**src/rtl/execute_mc.sv**
```systemverilog
// Execute stage for the light RV32I pipeline: ALU/branch-target datapath, EX/MEM register,
// valid/stall/flush handshake and an iterative shift-add multiplier. Define EXEC_FWD_EN to add MEM/WB forwarding.
module execute_mc #(
  parameter int XLEN               = 32,
  parameter int REG_ADDR_W         = 5,
  parameter int MUL_BITS_PER_CYCLE = 1
) (
  input  logic                  clk,
  input  logic                  reset,
  input  logic                  i_valid,
  output logic                  o_ready,
  input  logic                  i_stall,
  input  logic                  i_flush,
  input  logic [XLEN-1:0]       i_pipe_PC,
  input  logic [XLEN-1:0]       i_pipe_Imm,
  input  logic [XLEN-1:0]       i_pipe_Reg1Data,
  input  logic [XLEN-1:0]       i_pipe_Reg2Data,
  input  logic [REG_ADDR_W-1:0] i_pipe_RegDst,
  input  logic                  i_pipe_Alu1Src,
  input  logic [1:0]            i_pipe_Alu2Src,
  input  logic [3:0]            i_pipe_AluCtr,
  input  logic                  i_pipe_MulEn,
  input  logic [1:0]            i_pipe_MulOp,
  input  logic                  i_pipe_MemToReg,
  input  logic                  i_pipe_RegWrEn,
  input  logic                  i_pipe_MemWrEn,
  input  logic                  i_pipe_Branch,
  input  logic                  i_pipe_Jump,
  output logic                  o_valid,
  output logic [XLEN-1:0]       o_pipe_TargetAddr,
  output logic [XLEN-1:0]       o_pipe_AluResult,
  output logic [XLEN-1:0]       o_pipe_Reg2Data,
  output logic                  o_pipe_Zero,
  output logic [REG_ADDR_W-1:0] o_pipe_RegDst,
  output logic                  o_pipe_MemToReg,
  output logic                  o_pipe_RegWrEn,
  output logic                  o_pipe_MemWrEn,
  output logic                  o_pipe_Branch,
  output logic                  o_pipe_Jump
`ifdef EXEC_FWD_EN
  ,
  input  logic [REG_ADDR_W-1:0] i_pipe_Rs1,
  input  logic [REG_ADDR_W-1:0] i_pipe_Rs2,
  input  logic [REG_ADDR_W-1:0] i_fwd_MemRegDst,
  input  logic                  i_fwd_MemRegWrEn,
  input  logic [XLEN-1:0]       i_fwd_MemData,
  input  logic [REG_ADDR_W-1:0] i_fwd_WbRegDst,
  input  logic                  i_fwd_WbRegWrEn,
  input  logic [XLEN-1:0]       i_fwd_WbData
`endif
);
  localparam int K     = MUL_BITS_PER_CYCLE;
  localparam int N     = XLEN / K;
  localparam int CNT_W = $clog2(N + 1);
  localparam int SH_W  = $clog2(XLEN);

  localparam logic [1:0] SRC2_IMM  = 2'd0;
  localparam logic [1:0] SRC2_REG2 = 2'd1;
  localparam logic [1:0] SRC2_FOUR = 2'd2;

  localparam logic [3:0] ALU_ADD  = 4'b0000;
  localparam logic [3:0] ALU_SLL  = 4'b0001;
  localparam logic [3:0] ALU_SLT  = 4'b0010;
  localparam logic [3:0] ALU_SLTU = 4'b0011;
  localparam logic [3:0] ALU_XOR  = 4'b0100;
  localparam logic [3:0] ALU_SRL  = 4'b0101;
  localparam logic [3:0] ALU_OR   = 4'b0110;
  localparam logic [3:0] ALU_AND  = 4'b0111;
  localparam logic [3:0] ALU_SUB  = 4'b1000;
  localparam logic [3:0] ALU_LUI  = 4'b1001;
  localparam logic [3:0] ALU_SRA  = 4'b1101;

  if (!(K == 1 || K == 2 || K == 4) || (XLEN % K) != 0) begin : g_bad_k
    $error("MUL_BITS_PER_CYCLE must be 1, 2 or 4 and divide XLEN");
  end

  typedef enum logic [1:0] {S_IDLE, S_BUSY, S_DONE} state_t;

  typedef struct packed {
    logic                  valid;
    logic [XLEN-1:0]       target;
    logic [XLEN-1:0]       alu;
    logic [XLEN-1:0]       reg2;
    logic                  zero;
    logic [REG_ADDR_W-1:0] regdst;
    logic                  memtoreg;
    logic                  regwr;
    logic                  memwr;
    logic                  branch;
    logic                  jump;
  } exmem_t;

  function automatic logic [XLEN-1:0] alu_f(input logic [3:0] op, input logic [XLEN-1:0] a,
                                            input logic [XLEN-1:0] b);
    logic [SH_W-1:0] sh;
    sh = b[SH_W-1:0];
    case (op)
      ALU_ADD:  return a + b;
      ALU_SUB:  return a - b;
      ALU_SLL:  return a << sh;
      ALU_SLT:  return {{(XLEN-1){1'b0}}, $signed(a) < $signed(b)};
      ALU_SLTU: return {{(XLEN-1){1'b0}}, a < b};
      ALU_XOR:  return a ^ b;
      ALU_SRL:  return a >> sh;
      ALU_SRA:  return $unsigned($signed(a) >>> sh);
      ALU_OR:   return a | b;
      ALU_AND:  return a & b;
      ALU_LUI:  return b;
      default:  return '0;
    endcase
  endfunction

  logic [XLEN-1:0] rs1_data, rs2_data;
`ifdef EXEC_FWD_EN
  // MEM is younger than WB, so it wins; x0 is hardwired and never forwarded.
  assign rs1_data = (i_pipe_Rs1 != '0 && i_fwd_MemRegWrEn && i_fwd_MemRegDst == i_pipe_Rs1) ? i_fwd_MemData :
                    (i_pipe_Rs1 != '0 && i_fwd_WbRegWrEn  && i_fwd_WbRegDst  == i_pipe_Rs1) ? i_fwd_WbData  :
                    i_pipe_Reg1Data;
  assign rs2_data = (i_pipe_Rs2 != '0 && i_fwd_MemRegWrEn && i_fwd_MemRegDst == i_pipe_Rs2) ? i_fwd_MemData :
                    (i_pipe_Rs2 != '0 && i_fwd_WbRegWrEn  && i_fwd_WbRegDst  == i_pipe_Rs2) ? i_fwd_WbData  :
                    i_pipe_Reg2Data;
`else
  assign rs1_data = i_pipe_Reg1Data;
  assign rs2_data = i_pipe_Reg2Data;
`endif

  state_t                state_q, state_d;
  exmem_t                ex_q, ex_d, ctx_q, ctx_d, in_fields;
  logic                  mul_hi_q, mul_hi_d, mul_neg_q, mul_neg_d;
  logic [2*XLEN-1:0]     acc_q, acc_d, mcand_q, mcand_d, prod_s;
  logic [XLEN-1:0]       mplier_q, mplier_d, alu_a, alu_b, alu_y, a_mag, b_mag, mul_res;
  logic [CNT_W-1:0]      cnt_q, cnt_d;
  logic                  accept, a_neg, b_neg;

  assign o_ready = (state_q == S_IDLE) & ~i_stall;
  assign accept  = i_valid & o_ready & ~i_flush;

  always_comb begin
    alu_a = i_pipe_Alu1Src ? i_pipe_PC : rs1_data;
    case (i_pipe_Alu2Src)
      SRC2_IMM:  alu_b = i_pipe_Imm;
      SRC2_REG2: alu_b = rs2_data;
      SRC2_FOUR: alu_b = XLEN'(4);
      default:   alu_b = '0;
    endcase
    alu_y = alu_f(i_pipe_AluCtr, alu_a, alu_b);

    in_fields          = '0;
    in_fields.valid    = 1'b1;
    in_fields.target   = i_pipe_PC + i_pipe_Imm;
    in_fields.alu      = alu_y;
    in_fields.reg2     = rs2_data;
    in_fields.zero     = (alu_y == '0);
    in_fields.regdst   = i_pipe_RegDst;
    in_fields.memtoreg = i_pipe_MemToReg;
    in_fields.regwr    = i_pipe_RegWrEn;
    in_fields.memwr    = i_pipe_MemWrEn;
    in_fields.branch   = i_pipe_Branch;
    in_fields.jump     = i_pipe_Jump;

    // Signed multiply works on magnitudes and fixes the sign of the full product at the end.
    a_neg   = i_pipe_MulOp[1] & rs1_data[XLEN-1];
    b_neg   = i_pipe_MulOp[1] & rs2_data[XLEN-1];
    a_mag   = a_neg ? -rs1_data : rs1_data;
    b_mag   = b_neg ? -rs2_data : rs2_data;
    prod_s  = mul_neg_q ? -acc_q : acc_q;
    mul_res = mul_hi_q ? prod_s[2*XLEN-1:XLEN] : prod_s[XLEN-1:0];
  end

  always_comb begin
    state_d   = state_q;
    ex_d      = ex_q;
    ctx_d     = ctx_q;
    mul_hi_d  = mul_hi_q;
    mul_neg_d = mul_neg_q;
    acc_d     = acc_q;
    mcand_d   = mcand_q;
    mplier_d  = mplier_q;
    cnt_d     = cnt_q;

    if (!i_stall) begin
      ex_d.valid  = 1'b0;
      ex_d.regwr  = 1'b0;
      ex_d.memwr  = 1'b0;
      ex_d.branch = 1'b0;
      ex_d.jump   = 1'b0;
    end

    case (state_q)
      S_IDLE: begin
        if (accept && i_pipe_MulEn) begin
          state_d   = S_BUSY;
          ctx_d     = in_fields;
          mul_hi_d  = i_pipe_MulOp[0];
          mul_neg_d = a_neg ^ b_neg;
          acc_d     = '0;
          mcand_d   = {{XLEN{1'b0}}, a_mag};
          mplier_d  = b_mag;
          cnt_d     = CNT_W'(N);
        end else if (accept) begin
          ex_d = in_fields;
        end
      end
      S_BUSY: begin
        acc_d    = acc_q + (mcand_q * {{(2*XLEN-K){1'b0}}, mplier_q[K-1:0]});
        mcand_d  = mcand_q << K;
        mplier_d = mplier_q >> K;
        cnt_d    = cnt_q - CNT_W'(1);
        if (cnt_q == CNT_W'(1)) state_d = S_DONE;
      end
      S_DONE: begin
        if (!i_stall) begin
          state_d    = S_IDLE;
          ex_d       = ctx_q;
          ex_d.valid = 1'b1;
          ex_d.alu   = mul_res;
          ex_d.zero  = (mul_res == '0);
        end
      end
      default: state_d = S_IDLE;
    endcase

    if (i_flush) begin
      state_d     = S_IDLE;
      ex_d.valid  = 1'b0;
      ex_d.regwr  = 1'b0;
      ex_d.memwr  = 1'b0;
      ex_d.branch = 1'b0;
      ex_d.jump   = 1'b0;
    end
  end

  always_ff @(posedge clk or posedge reset) begin
    if (reset) begin
      state_q   <= S_IDLE;
      ex_q      <= '0;
      ctx_q     <= '0;
      mul_hi_q  <= 1'b0;
      mul_neg_q <= 1'b0;
      acc_q     <= '0;
      mcand_q   <= '0;
      mplier_q  <= '0;
      cnt_q     <= '0;
    end else begin
      state_q   <= state_d;
      ex_q      <= ex_d;
      ctx_q     <= ctx_d;
      mul_hi_q  <= mul_hi_d;
      mul_neg_q <= mul_neg_d;
      acc_q     <= acc_d;
      mcand_q   <= mcand_d;
      mplier_q  <= mplier_d;
      cnt_q     <= cnt_d;
    end
  end

  assign o_valid           = ex_q.valid;
  assign o_pipe_TargetAddr = ex_q.target;
  assign o_pipe_AluResult  = ex_q.alu;
  assign o_pipe_Reg2Data   = ex_q.reg2;
  assign o_pipe_Zero       = ex_q.zero;
  assign o_pipe_RegDst     = ex_q.regdst;
  assign o_pipe_MemToReg   = ex_q.memtoreg;
  assign o_pipe_RegWrEn    = ex_q.regwr;
  assign o_pipe_MemWrEn    = ex_q.memwr;
  assign o_pipe_Branch     = ex_q.branch;
  assign o_pipe_Jump       = ex_q.jump;
endmodule

```
**config.mk**
```make
export PLATFORM = sky130hd
export DESIGN_NAME = execute_mc
export DESIGN_NICKNAME = d
export VERILOG_FILES = /design/src/rtl/execute_mc.sv
export SDC_FILE = /design/constraint.sdc
export NUM_CORES = 2
export LEC_CHECK = 0
export CAP_MARGIN = 5
export CORE_UTILIZATION = 60
export DETAILED_ROUTE_END_ITERATION = 8
export HOLD_SLACK_MARGIN = 0.06
export PLACE_DENSITY = 0.79
export REMOVE_ABC_BUFFERS = 1
export SLEW_MARGIN = 10
export SYNTH_ARGS = -nofsm -noshare
export SYNTH_HDL_FRONTEND = slang
export SYNTH_SLANG_ARGS = --single-unit
```
**constraint.sdc**
```tcl
create_clock -name clk -period 36.7 [get_ports clk]
set_input_delay 9.175 -clock clk [delete_from_list [all_inputs] [get_ports clk]]
set_output_delay 9.175 -clock clk [all_outputs]
set_load 0.01 [all_outputs]
```
# Word-level counts from Yosys, hierarchy flattened
# Cells that the tools add are included.
# classes
add_sub_neg	8
multipliers	1
div_mod_pow	0
order_cmp	2
eq_ne	22
n_shift	3
mux	28
bitwise	11
reduce_logical	12
# op_table
operator	count
$pmux 32 s11	1
$mux 108	3
$pmux 64 s2	2
$pmux 108 s2	1
$mux 64	3
$mux 32	5
$pmux 32 s3	1
$add 32x32->32	2
$add 64x64->64	1
$logic_not 32->1	2
$lt 32x32->1	2
$mul 64x1->64	1
$neg 32->32	2
$neg 64->64	1
$pmux 32 s2	1
$and 32x32->32	1
$or 32x32->32	1
$shl 32x5->32	1
$shr 32x5->32	1
$sshr 32x5->32	1
$sub 32x32->32	1
$xor 32x32->32	1
$eq 4x3->1 const B	4
$eq 4x4->1 const B	3
other kinds (26)	45
# totals
register_bits	352
latch_bits	0
ram_bits	0
rom_bits	0
input_bits	153
output_inout_bits	109
word_cells	113
mem_count	0

# Depth between registers and ports, before layout
# logic_depth
word_depth	9
depth_mapped	24
depth_no_buf	18

# Worst setup path after synthesis
# No wires, ideal clock.
# synth_path
path_kind	in2out
startpoint	in i_stall
endpoint	out o_ready
arrival_time_ns	9.810
required_time_ns	27.525
path_slack_ns	17.715
path_stages	2
n_path_buf	1
path_cell_list	clkbuf_1 nor3_1
# synth_via
elab_chain_len	2
# synth_lines
item	line	rtl
start: declaration	12	input logic i_stall,
$not 1->1	135	assign o_ready = (state_q == S_IDLE) & ~i_stall;
$and 1x1->1	135	
end: declaration	11	output logic o_ready,
# Every way passes these cells.

# Worst setup path after layout
# Same ends and word-level chain as after synthesis.

==> impl_metrics.yaml <==
run_status:
  status: "complete, but fails checks"
  violations: "DRC"
logic_synthesis:
  yosysSeqAreaShare_pct: 27.3
  ys_seq_elements: 352
  synth_top_area_share_pct: 27.3
  synth_area_leaders: "dfrtp_1 (27%), ha_1 (7.6%), o21ai_0 (6.6%)"
  syn_inst: 4119
  yosys.area.top_type: "dfrtp_1"
  synth_edf_count: 0
  synth.avg_cell_area_sq_um: 7.84
  synth_area_sq_um: 32300
  synthFlopType: "dfrtp_1"
  ys_types: 104
  async_flop_share_pct: 100
  ys_warn_count: 0
layout:
  fillCellCount: 4381
  drive_above_1_share_pct: 5.88
  syn_to_final_growth_pct: 12.9
  stdcell_area_sq_um: 36500
  layout_commonest_cell: "nand2_1"
  layout.nets: 4554
  most-common-layout-cells: "nand2_1 (520), o21ai_0 (428), dfrtp_1 (350)"
grt:
  grt_max_degree: 157
  met2_usage_pct: 68.9
  grt_pass1_wl_um: 193000
  use_met3_pct: 12.2
  antenna_found_initial: 5
  gr-total-overflow: 0
  grt_pass1_vias: 32081
  grt.busiest_layer: "met2"
  grt_util_met1_pct: 60.4
  track_usage_pct: 46.5
routing:
  drt-total-wl_um: 131000
  detail-route-antenna-nets: 0
  drcViolationCount: 14
  drtIter0Drc: 5079
  drt-vias-per-instance: 7.03
  wl_per_cell_um: 26.5
  drt_pass1_iterations: 9
  routed-via-count: 34624
setup_path:
  worstSetupPathType: "in -> out"
  crit_path_end_kind: "output port"
  crit_arrival_ps: 11040
  crit_required_ps: 27520
  critPathLaunchType: "input port"
  worstRegToRegCells: 17
  cp_max_fo: 8
placement:
  dpl.hpwl_um: 97600
  place_congestion: 1.13
  placed_area_sq_um: 35100
  port_buffers: 261
cts:
  path_clk_slew_ps: 60
  cts_max_level: 2
  cts_hold_buffers: 0
  cts_root_buf: "clkbuf_16"
  cts.path.max_buffers: 3
  postCtsSetupRepairBufs: 0
  clock_sinks: 352
  clk_latency_ps: 610
  cts_buffers: 42
  cts.repair.resized: 0
  cts_tree: "yes"
timing:
  worst-slew-pin-transition_ps: 1180
  setup_violations: 0
  report.final.slew_viol_count: 0
  hold_viol: 0
  fin_crit_sh_pct: 55.1
  tns_ps: 0
  max_slew_margin_pct: 20.3
  rsz0062_at_grt: "false"
  period_needed_ps: 20220
  fin_skew_ps: 19.7
  max_freq_ghz: 0.0495
min_path:
  hold_depth: 2
  hp-class: "reg -> reg"
power_and_ir_drop:
  ir_drop_uv: 48.6
  power.static_leakage_nw: 16.1
  power_density_nw_per_um2: 48.8
die:
  placeableCoreArea_sq_um: 52900
  rows: 84
  initial_core_util_pct: 61.1
  die_w_um: 234
  dieArea_sq_um: 54800
  io_pins: 262
  die_h_um: 234
job:
  drv_cap: 0
==> layout make-up <==
cell class                 instances  area, sq um  area share [%]
tap                              688          861            2.36
clock buffer                      64         1190            3.27
multi-input combinational       3304        21700            59.6
clock inverter                    12          140           0.384
sequential                       352         8810            24.2
antenna                            4         10.0          0.0275
timing repair buffer             318         3030            8.32
inverter                         183          694            1.90
==> path summary, 6_finish.rpt <==
path,end,start,slack (ps)
worst max-delay path,o_ready,i_stall,16480
worst min-delay path,ctx_q[99],ctx_q[99],480
worst max register to register,acc_q[63],mplier_q[0],31690
worst min register to register,ctx_q[99],ctx_q[99],480
max in group asynchronous,mul_hi_q,reset,25420
min in group asynchronous,o_pipe_RegDst[4],reset,9100
==> metal layers <==
| layer | part of all wire [%] | wire (um) | vias up |
|---|---|---|---|
| met5 | 0.042 | 55 | - |
| li1 | - | - | 15281 |
| met2 | 43 | 55900 | 2383 |
| met1 | 38 | 49400 | 16475 |
| met3 | 12 | 16300 | 481 |
| met4 | 6.8 | 8950 | 4 |
==> cells in the mapped netlist (all sizes together) (15+ instances only) <==
cell type,count
nand2,522
o21ai,441
dfrtp,352
nor2,275
a21oi,254
clkbuf,198
ha,196
inv,181
xnor2,123
a22oi,121
nand3,120
xor2,105
and2,97
buf,82
mux2i,82
nor3,78
a21o,74
a222oi,53
a211oi,49
nand4,43
o31ai,43
a31oi,42
nand2b,39
nor4,36
o211ai,36
nor2b,30
o221ai,27
o22ai,27
o41ai,25
o21bai,24
or2,23
a221oi,22
and3,21
or3,19
or4,18
o2111ai,16
a211o,15
a311oi,15
==> cell families after synthesis <==
family	after synthesis	share of synthesized area, %
adders and majority gates	200	7.84
AOI/OAI and AO/OA	1420	29.1
DFF	352	27.3
and+or+nand+nor	1350	19.9
muxes	106	4.04
buffers and inverters	463	5.74
xor gates and xnor gates	228	6.18
==> metrics by stage <==
step	cells	hold slack [ps]	total power, W	setup WS, ps	util [%]
detailed placement	4845	464	0.00133	16500	66.4
CTS	4921	480	0.00175	16500	69.0
global placement	4845	459	0.00132	16520	66.4
finish	4925	480	0.00178	16480	69.0
floorplan	3839	445	0.00104	17760	-
global route	4924	502	0.00186	16330	69.0
==> worst max-delay path, cell delays in order <==
cell             delay [ps]
clkdlybuf4s50_1         550
nor3_1                  650
clkdlybuf4s50_1         670
==> flip-flops by register name (all words and copies together) (netlist names), 2 cells and up <==
name               count
ctx_q                 74
acc_q                 64
mcand_q               64
mplier_q              32
o_pipe_AluResult      32
o_pipe_Reg2Data       32
o_pipe_TargetAddr     32
cnt_q                  6
o_pipe_RegDst          5
state_q                2
==> power breakdown <==
part	switching [W]	total, W	internal (W)	leakage, nW
logic	0.000471	0.000776	0.000305	10.9
clock network	0.000179	0.000412	0.000234	0.651
registers	0.000106	0.000592	0.000486	4.55
total	0.000756	0.00178	0.00102	16.1
Note: power is estimated with default switching activity, not from simulation.
